==> config.mk <==
export PLATFORM = sky130hd
export DESIGN_NAME = fifo_rd_packer
export DESIGN_NICKNAME = d
export VERILOG_FILES = /design/src/rtl/fifo_rd_packer_pkg.sv /design/src/rtl/fifo_rd_packer_lane_reg.sv /design/src/rtl/fifo_rd_packer.sv
export SDC_FILE = /design/constraint.sdc
export NUM_CORES = 1
export LEC_CHECK = 0
export ABC_AREA = 1
export CAP_MARGIN = 20
export CORE_ASPECT_RATIO = 1.5
export CORE_MARGIN = 5
export CORE_UTILIZATION = 43
export CTS_CLUSTER_SIZE = 12
export DETAILED_ROUTE_END_ITERATION = 12
export SLEW_MARGIN = 20
export SYNTH_ARGS = -nofsm -noshare
export SYNTH_HDL_FRONTEND = slang
export SYNTH_HIERARCHICAL = 1
export SYNTH_SLANG_ARGS = --single-unit
==> constraint.sdc <==
create_clock -name i_clk -period 4.46 [get_ports i_clk]
set_clock_uncertainty 0.2 [all_clocks]
set_input_delay 0.892 -clock i_clk [delete_from_list [all_inputs] [get_ports i_clk]]
set_output_delay 0.892 -clock i_clk [all_outputs]
set_load 0.01 [all_outputs]
==> src/rtl/fifo_rd_packer_pkg.sv <==
// rtl/fifo_rd_packer_pkg.sv - shared state type, lane-count width and keep-mask helper for fifo_rd_packer
package fifo_rd_packer_pkg;

  localparam int MAX_PACK = 16;
  // Lane count is sized for the largest legal PACK so every instance shares one width.
  localparam int LC_W = $clog2(MAX_PACK + 1);

  typedef enum logic [0:0] {
    S_FILL = 1'b0,
    S_HOLD = 1'b1
  } state_e;

  function automatic logic [MAX_PACK-1:0] keep_mask(input logic [LC_W-1:0] lc);
    logic [MAX_PACK:0] one_hot;
    one_hot = (MAX_PACK + 1)'(1) << lc;
    return MAX_PACK'(one_hot - (MAX_PACK + 1)'(1));
  endfunction

endpackage

==> src/rtl/fifo_rd_packer_lane_reg.sv <==
// rtl/fifo_rd_packer_lane_reg.sv - lane-indexed fill register (pack_lane_reg) with write-enable and clear
module pack_lane_reg
  import fifo_rd_packer_pkg::*;
#(
  parameter int WIDTH = 8,
  parameter int PACK  = 4
) (
  input  logic                  clk_i,
  input  logic                  rst_i,
  input  logic                  we_i,
  input  logic [LC_W-1:0]       idx_i,
  input  logic [WIDTH-1:0]      wdata_i,
  input  logic                  clr_i,
  output logic [WIDTH*PACK-1:0] fill_o
);

  logic [WIDTH*PACK-1:0] lanes_q;
  logic [WIDTH*PACK-1:0] lanes_d;

  // fill_o already includes a same-cycle write so a closing pop can be transferred on the same edge.
  always_comb begin
    lanes_d = lanes_q;
    if (we_i) begin
      for (int l = 0; l < PACK; l++) begin
        if (idx_i == LC_W'(l)) begin
          lanes_d[l*WIDTH +: WIDTH] = wdata_i;
        end
      end
    end
  end

  assign fill_o = lanes_d;

  always_ff @(posedge clk_i) begin
    if (rst_i || clr_i) begin
      lanes_q <= '0;
    end else begin
      lanes_q <= lanes_d;
    end
  end

endmodule

==> src/rtl/fifo_rd_packer.sv <==
// rtl/fifo_rd_packer.sv - packs PACK FWFT FIFO entries into one valid/ready word with flush/timeout close.
// Optional FIFO_RD_PACKER_STATS_EN adds saturating accepted-word and partial-word counters.
module fifo_rd_packer
  import fifo_rd_packer_pkg::*;
#(
  parameter int WIDTH   = 8,
  parameter int PACK    = 4,
  parameter int TIMEOUT = 64,
  parameter int TMO_W   = 8
) (
  input  logic                  i_clk,
  input  logic                  i_rst,
  output logic                  o_fifo_rd_en,
  input  logic                  i_fifo_empty,
  input  logic [WIDTH-1:0]      i_fifo_data,
  input  logic                  i_flush,
  output logic                  o_m_valid,
  input  logic                  i_m_ready,
  output logic [WIDTH*PACK-1:0] o_m_data,
  output logic [PACK-1:0]       o_m_keep,
  output logic                  o_m_last
`ifdef FIFO_RD_PACKER_STATS_EN
  ,
  output logic [31:0]           o_stat_words,
  output logic [15:0]           o_stat_partials
`endif
);

  localparam int              DW       = WIDTH * PACK;
  localparam logic [LC_W-1:0] LC_FULL  = LC_W'(PACK);
  localparam bit              TMO_EN   = (TIMEOUT != 0);
  localparam logic [TMO_W-1:0] TMO_LAST = TMO_W'((TIMEOUT > 0) ? TIMEOUT - 1 : 0);

  state_e            state_q, state_d;
  logic [LC_W-1:0]   lc_q, lc_d, lc_pop, xfer_lc;
  logic [TMO_W-1:0]  tmo_q, tmo_d;
  logic              hold_last_q, hold_last_d;
  logic              flush_pend_q, flush_pend_d;

  logic              pop, full_close, flush_close, tmo_fire, close, slot_free;
  logic              xfer, xfer_last;
  logic [PACK-1:0]   xfer_keep;
  logic [DW-1:0]     fill_data;

  logic              m_valid_q;
  logic [DW-1:0]     m_data_q;
  logic [PACK-1:0]   m_keep_q;
  logic              m_last_q;

  pack_lane_reg #(
    .WIDTH (WIDTH),
    .PACK  (PACK)
  ) u_lanes (
    .clk_i   (i_clk),
    .rst_i   (i_rst),
    .we_i    (pop),
    .idx_i   (lc_q),
    .wdata_i (i_fifo_data),
    .clr_i   (xfer),
    .fill_o  (fill_data)
  );

  always_comb begin
    pop         = (state_q == S_FILL) && !i_fifo_empty && !i_rst;
    lc_pop      = lc_q + LC_W'(pop);
    full_close  = pop && (lc_pop == LC_FULL);
    tmo_fire    = TMO_EN && (state_q == S_FILL) && !pop && (lc_q != '0) && (tmo_q == TMO_LAST);
    flush_close = (state_q == S_FILL) && i_flush && (lc_pop != '0);
    close       = full_close || flush_close || tmo_fire;
    slot_free   = !m_valid_q || i_m_ready;

    state_d      = state_q;
    lc_d         = lc_q;
    hold_last_d  = hold_last_q;
    flush_pend_d = flush_pend_q;
    xfer         = 1'b0;
    xfer_lc      = lc_q;
    xfer_last    = hold_last_q;

    unique case (state_q)
      S_FILL: begin
        lc_d = lc_pop;
        if (close) begin
          if (slot_free) begin
            xfer      = 1'b1;
            xfer_lc   = lc_pop;
            xfer_last = flush_close || tmo_fire;
            lc_d      = '0;
          end else begin
            state_d     = S_HOLD;
            hold_last_d = flush_close || tmo_fire;
          end
        end
      end
      S_HOLD: begin
        // The held fill is already closed, so a flush here only needs remembering until transfer.
        if (i_flush) begin
          flush_pend_d = 1'b1;
        end
        if (m_valid_q && i_m_ready) begin
          xfer         = 1'b1;
          lc_d         = '0;
          state_d      = S_FILL;
          flush_pend_d = 1'b0;
        end
      end
      default: begin
        state_d = S_FILL;
      end
    endcase

    if (!TMO_EN || pop || (lc_q == '0) || tmo_fire || (state_q != S_FILL)) begin
      tmo_d = '0;
    end else begin
      tmo_d = tmo_q + TMO_W'(1);
    end
  end

  assign xfer_keep = PACK'(keep_mask(xfer_lc));

  always_ff @(posedge i_clk) begin
    if (i_rst) begin
      state_q      <= S_FILL;
      lc_q         <= '0;
      tmo_q        <= '0;
      hold_last_q  <= 1'b0;
      flush_pend_q <= 1'b0;
    end else begin
      state_q      <= state_d;
      lc_q         <= lc_d;
      tmo_q        <= tmo_d;
      hold_last_q  <= hold_last_d;
      flush_pend_q <= flush_pend_d;
    end
  end

  always_ff @(posedge i_clk) begin
    if (i_rst) begin
      m_valid_q <= 1'b0;
      m_data_q  <= '0;
      m_keep_q  <= '0;
      m_last_q  <= 1'b0;
    end else if (xfer) begin
      m_valid_q <= 1'b1;
      m_data_q  <= fill_data;
      m_keep_q  <= xfer_keep;
      m_last_q  <= xfer_last;
    end else if (i_m_ready) begin
      m_valid_q <= 1'b0;
    end
  end

  assign o_fifo_rd_en = pop;
  assign o_m_valid    = m_valid_q;
  assign o_m_data     = m_data_q;
  assign o_m_keep     = m_keep_q;
  assign o_m_last     = m_last_q;

`ifdef FIFO_RD_PACKER_STATS_EN
  logic [31:0] stat_words_q;
  logic [15:0] stat_partials_q;

  always_ff @(posedge i_clk) begin
    if (i_rst) begin
      stat_words_q    <= '0;
      stat_partials_q <= '0;
    end else if (m_valid_q && i_m_ready) begin
      if (stat_words_q != '1) begin
        stat_words_q <= stat_words_q + 32'd1;
      end
      if (m_last_q && (stat_partials_q != '1)) begin
        stat_partials_q <= stat_partials_q + 16'd1;
      end
    end
  end

  assign o_stat_words    = stat_words_q;
  assign o_stat_partials = stat_partials_q;
`endif

endmodule

After elaboration in Yosys (flattened, before gate mapping) --
Cells that the tools add are included.
Cells by class: add/sub/neg operators 3, equal/unequal tests 6, shift operators 1, muxes and demuxes 25, bitwise logic cells 2, reductions and logical operators 27
Operators with widths (number):
- $mux 32 | 1
- $mux 8 | 4
- $mux 5 | 6
- $mux 1 | 11
- $eq 5x2->1 const B | 2
- $pmux 5 s2 | 1
- $reduce_bool 5->1 | 2
- $logic_and 1x1->1 | 9
- $add 8x1->8 const B | 1
- $eq 8x6->1 const B | 1
- $logic_or 1x1->1 | 8
- $add 5x1->5 | 1
- $eq 5x1->1 const B | 1
- $eq 5x3->1 const B | 1
- $logic_not 5->1 | 1
- $shl 1x5->4 const A | 1
- $logic_not 1->1 | 4
- $pmux 1 s2 | 2
- $sub 4x1->4 const B | 1
- $reduce_and 3->1 | 1
- $ne 2x1->1 const B | 1
- $not 1->1 | 2
- $reduce_bool 2->1 | 1
- $reduce_or 2->1 | 1
Word-level totals: flip-flop bits (word level) 85, output and inout bits 39, logic and storage cells 73

Logic depth before layout (Yosys ltp) --
depth in word-level cells 12, gate-level depth with buffers 22, depth with buffers taken out 21

Cells and area by module --
Netlist, hierarchy kept.
By module, submodules not included:
- fifo_rd_packer | times used 1, cells each 313, area each 2364.8 um2, sequential area each 1061.0 um2
- pack_lane_reg | times used 1, cells each 260, area each 1625.3 um2, sequential area each 640.6 um2

Worst setup path after synthesis --
OpenSTA, ideal clock, no wires.
kind input -> register, start input i_rst, end register u_lanes.lanes_q[0], library setup time 0.065 ns, arrival 3.279 ns, required time 4.195 ns, setup slack 0.916 ns, stages 19, cell sequence buf_4 inv_2 nand2_2 inv_2 ha_1 ha_1 nor2_1 inv_1 a21oi_2 nand3_2 nand2_4 nand3_4 nand2_4 nand2_8 buf_6 or2_2 clkbuf_1 clkbuf_1 nor2_1
On the way: word-level cells in the longest chain between the ends 10, elaborated cells between the ends (all ways) 17, classes of those cells 1 x add/sub; 1 x eq/ne; 3 x mux; 12 x reduce/logical
RTL lines:
- start: declaration | RTL line fifo_rd_packer.sv:12 | input logic i_rst,
- $logic_not 1->1 (*) | RTL line fifo_rd_packer.sv:64 | pop = (state_q == S_FILL) && !i_fifo_empty && !i_rst;
- $logic_and 1x1->1 (*) | RTL line fifo_rd_packer.sv:64
- named net o_fifo_rd_en | RTL line fifo_rd_packer.sv:13 | output logic o_fifo_rd_en,
- $add 5x1->5 / $logic_not 1->1 (equally long branches) | RTL line fifo_rd_packer.sv:65, fifo_rd_packer.sv:67
- $eq 5x3->1, or another cell as far along | RTL line fifo_rd_packer.sv:66 | full_close = pop && (lc_pop == LC_FULL);
- $logic_and 1x1->1 (on tied branches) | RTL line fifo_rd_packer.sv:66, fifo_rd_packer.sv:67, fifo_rd_packer.sv:68
- $logic_or 1x1->1 / $logic_and 1x1->1 (equally long branches) | RTL line fifo_rd_packer.sv:69, fifo_rd_packer.sv:67
- $logic_or 1x1->1 (*) | RTL line fifo_rd_packer.sv:69 | close = full_close || flush_close || tmo_fire;
- $mux 1 (*) | RTL line fifo_rd_packer.sv:83 | if (close) begin
- $pmux 1 s2 (*) | RTL line fifo_rd_packer.sv:80 | unique case (state_q)
- named net xfer | RTL line fifo_rd_packer.sv:41 | logic xfer, xfer_last;
- $logic_or 1x1->1 (*) | RTL line fifo_rd_packer_lane_reg.sv:35 | if (rst_i || clr_i) begin
- end signal: assignment | RTL line fifo_rd_packer_lane_reg.sv:38 | lanes_q <= lanes_d;
- end: declaration | RTL line fifo_rd_packer_lane_reg.sv:17 | logic [WIDTH*PACK-1:0] lanes_q;
Mark *: on every way through the listed nets, which the timed path passes. The rest lies on a longest branch. A chain may end at the register's enable or synchronous reset.

Final worst setup path --
start input i_rst, end register u_lanes.lanes_q[12]
On the way: word-level cells in the longest chain between the ends 10, elaborated cells between the ends (all ways) 17, classes of those cells 1 x add/sub; 1 x eq/ne; 3 x mux; 12 x reduce/logical
RTL lines (RTL line):
- $logic_not 1->1 | fifo_rd_packer.sv:64
- $logic_and 1x1->1 | fifo_rd_packer.sv:64
- $add 5x1->5 / $logic_not 1->1 (equally long branches) | fifo_rd_packer.sv:65, fifo_rd_packer.sv:67
- $eq 5x3->1, or another cell as far along | fifo_rd_packer.sv:66
- $logic_and 1x1->1 (on tied branches) | fifo_rd_packer.sv:66, fifo_rd_packer.sv:67, fifo_rd_packer.sv:68
- $logic_or 1x1->1 / $logic_and 1x1->1 (equally long branches) | fifo_rd_packer.sv:69, fifo_rd_packer.sv:67
- $logic_or 1x1->1 | fifo_rd_packer.sv:69
- $mux 1 | fifo_rd_packer.sv:83
- $pmux 1 s2 | fifo_rd_packer.sv:80
- $logic_or 1x1->1 | fifo_rd_packer_lane_reg.sv:35
Several ways; a longest one is shown, not always the timed one.

==> flow_summary.toml <==
[outcome]
status = "complete, no violations"

[floorplan]
die-area_sq_um = 11300
row_count = 43
die_y_microns = 128
io_pins = 52
die-width_microns = 88.7
start_util_pct = 43.6
core_sq_um = 9150

[layout]
final_nets = 637
syn_to_final_growth_pct = 23.3
drive_gt1_share_pct = 8.80
diodes = 0
final_cell_mix = "nor2_1, nand2_1, inv_1"
layout_commonest_cell = "nor2_1"

[route]
dr_total_vias = 3452
firstDrtPassIters = 4
wirelength_mm = 8.97
drc = 0
drt-wirelength-per-cell_microns = 12.2
initialDrtViolationCount = 197
postRouteAntennaNets = 0
via_per_inst = 4.68

[synth]
synth_edf_count = 0
synth_nets = 590
synthMuxAreaShare_pct = 0
syn-instance-count = 573
yosys.area_share.simple_pct = 34.4
synthesis.area_sq_um = 3990
ys_seq_elements = 85
ys_warn_count = 6
synth_compound_area_share_pct = 7.46
synth.distinct_cells = 36
synth_ff_type = "dfxtp_1"
syn_area_per_cell_sq_um = 6.96
yosysSeqAreaShare_pct = 42.6
synth_top_area_cell = "dfxtp_1"
async_flop_share_pct = 0
synth_top_area_share_pct = 42.6
synth-xor-area-share_pct = 0.220
synth_top_family_by_area = "simple AND/OR/NAND/NOR gates"
synth_area_leaders = "dfxtp_1, nor2_1, nand2_1"
yosys.area_share.adder_pct = 1.25

[power_and_ir_drop]
leakagePower_nw = 2.47
combPwrFrac_pct = 15.2
power.net_switching_mw = 0.510
p_seq_share_pct = 40.3
power.density_nw_per_um2 = 422
internal_power_mw = 1.56
clkPwrFrac_pct = 44.6
swShare_pct = 24.6
ir_drop_uv = 293
total_power_mw = 2.07

[clock_network]
postCtsHoldBufs = 0
clock_sinks = 85
clkTransAtPathRegs_ns = 0.06
cts_buffers = 9
clock_path_buffers = 2
htreeDepth = 3
ctsResizeCount = 0
clockRootBuffer = "clkbuf_16"
clock_latency_ns = 0.34
cts_setup_buffers = 0
cts_tree = "built"

[critical_path]
cpPeakStageDelay_ns = 0.49
critPathMaxFanout = 24
worstPathRequired_ns = 4.54
path_class = "input pin to flip-flop"
cp_num_buf_inv = 5
cp.arrival_ns = 3.71
critPathCaptureType = "flip-flop"
cp_top_family = "simple AND/OR/NAND/NOR gates"
start_kind = "input pin"
slowest_stage = "clkdlybuf4s50_1"
path_cells = "clkdlybuf4s50_1 > inv_2 > nand2_2 > inv_2 > ha_1 > ha_1 > nor2_1 > inv_1 > a21oi_2 > nand3_2 > nand2_4 > nand3_4 > nand2_4 > nand2_8 > or2_2 > buf_12 > nor2_1"

[timing]
final_hold_viol_count = 0
finalSetupTns_ns = 0
final_max_slew_viol_count = 0
worstMarginPinSlew_ns = 0.634
period_needed_ns = 3.63
maxSlewHeadroom_pct = 57.7
final-setup-viol-count = 0
finalCritPeriodShare_pct = 81.4
rsz0062_at_grt = "no"
max_freq_ghz = 0.275

[grt]
grt_start_max_net_pins = 40
track_usage_pct = 17.6
met3_usage_pct = 3.99
grtUsageMet2_pct = 29.9
grt-busiest-layer = "met2"
use_met1_pct = 21.1
antenna_found_initial = 0
grt_pass1_vias = 3457
grt-ovfl-total = 0
grt_pass1_wl_mm = 15.8

[place]
dp_hpwl_mm = 6.38
gp_congestion = 0.820
port_buffers = 51

[worst_hold_path]
hold_class = "flip-flop to flip-flop"

[job]
max_cap_violations = 0
==> path summary, 6_finish.rpt <==
| kind | start | end | slack (ns) | cells past startpoint |
|---|---|---|---|---|
| hold / removal | tmo_q[0]$_SDFF_PP0_ | tmo_q[0]$_SDFF_PP0_ | 0.25 | 1 |
| setup reg to reg | state_q$_SDFF_PP0_ | u_lanes/lanes_q[12]$_SDFF_PP0_ | 1.40 | 16 |
| hold reg to reg | tmo_q[0]$_SDFF_PP0_ | tmo_q[0]$_SDFF_PP0_ | 0.25 | 1 |
| setup / recovery | i_rst | u_lanes/lanes_q[12]$_SDFF_PP0_ | 0.83 | 17 |
==> stage by stage <==
step | hold WS, ns | instance area (sq um) | worst slack [ns] | cells | util, %
finish | 0.250 | 4920 | 0.829 | 737 | 53.8
global route | 0.270 | 4920 | 0.605 | 737 | 53.8
CTS | 0.251 | 4920 | 0.824 | 737 | 53.8
detailed placement | 0.239 | 4550 | 0.468 | 721 | 49.7
global placement | 0.232 | 4550 | 0.554 | 721 | 49.7
floorplan | 0.218 | 3990 | 0.916 | 573 | -
==> sequential cells by signal, summed over array words and instances (netlist names) <==
signal,flops
o_m_data,32
o_m_valid,1
o_m_last,1
state_q,1
lc_q,5
u_lanes/lanes_q,32
o_m_keep,4
hold_last_q,1
tmo_q,8
==> Yosys cell counts (all sizes together), types with 2 or more instances <==
master / n
nor2: 119
nand2: 114
inv: 109
dfxtp: 85
nand3: 50
o21ai: 39
a21oi: 13
buf: 12
clkbuf: 8
nand4: 6
ha: 4
nor3: 4
nor3b: 2
==> power by group through the flow <==
stage / Sequential, mW / Combinational [mW] / Clock [mW]
after detailed placement: 0.852 / 0.319 / 0
after CTS: 0.836 / 0.321 / 0.943
final: 0.835 / 0.315 / 0.924
after global routing: 0.842 / 0.357 / 0.977
after global placement: 0.851 / 0.316 / 0
after floorplan: 0.866 / 0.182 / 0
==> final cells by class <==
type | count | area, sq um
flip-flops and latches | 85 | 1700
well taps | 112 | 140
inverters | 110 | 418
repair buffers | 56 | 561
fillers | 920 | 4230
clock buffers | 10 | 239
clock inverters | 6 | 134
multi-input cells | 358 | 1730
==> logic make-up (layout without fill, tap and decap cells) <==
family | count (synthesis) | count (layout)
and+or+nand+nor | 297 | 297
buffers and inverters | 130 | 182
adders and majority gates | 4 | 4
xor gates and xnor gates | 1 | 1
AOI/OAI and AO/OA | 56 | 56
DFF | 85 | 85
==> worst reg2reg max path: stages (launching register included) <==
cell and delay (ns):
dfxtp_1 0.42, nor2_1 0.09, nand2_2 0.07, inv_2 0.06, ha_1 0.23, ha_1 0.31
nor2_1 0.14, inv_1 0.07, a21oi_2 0.12, nand3_2 0.10, nand2_4 0.10, nand3_4 0.10
nand2_4 0.12, nand2_8 0.11, or2_2 0.45, buf_12 0.20, nor2_1 0.11
==> per-layer routing <==
| layer | vias up | wire length (microns) |
|---|---|---|
| li1 | 1834 | - |
| met1 | 1537 | 3880 |
| met2 | 63 | 4460 |
| met3 | 18 | 411 |
| met4 | 0 | 214 |
| met5 | - | 0 |
No activity file was read; power rests on OpenSTA's default activity.
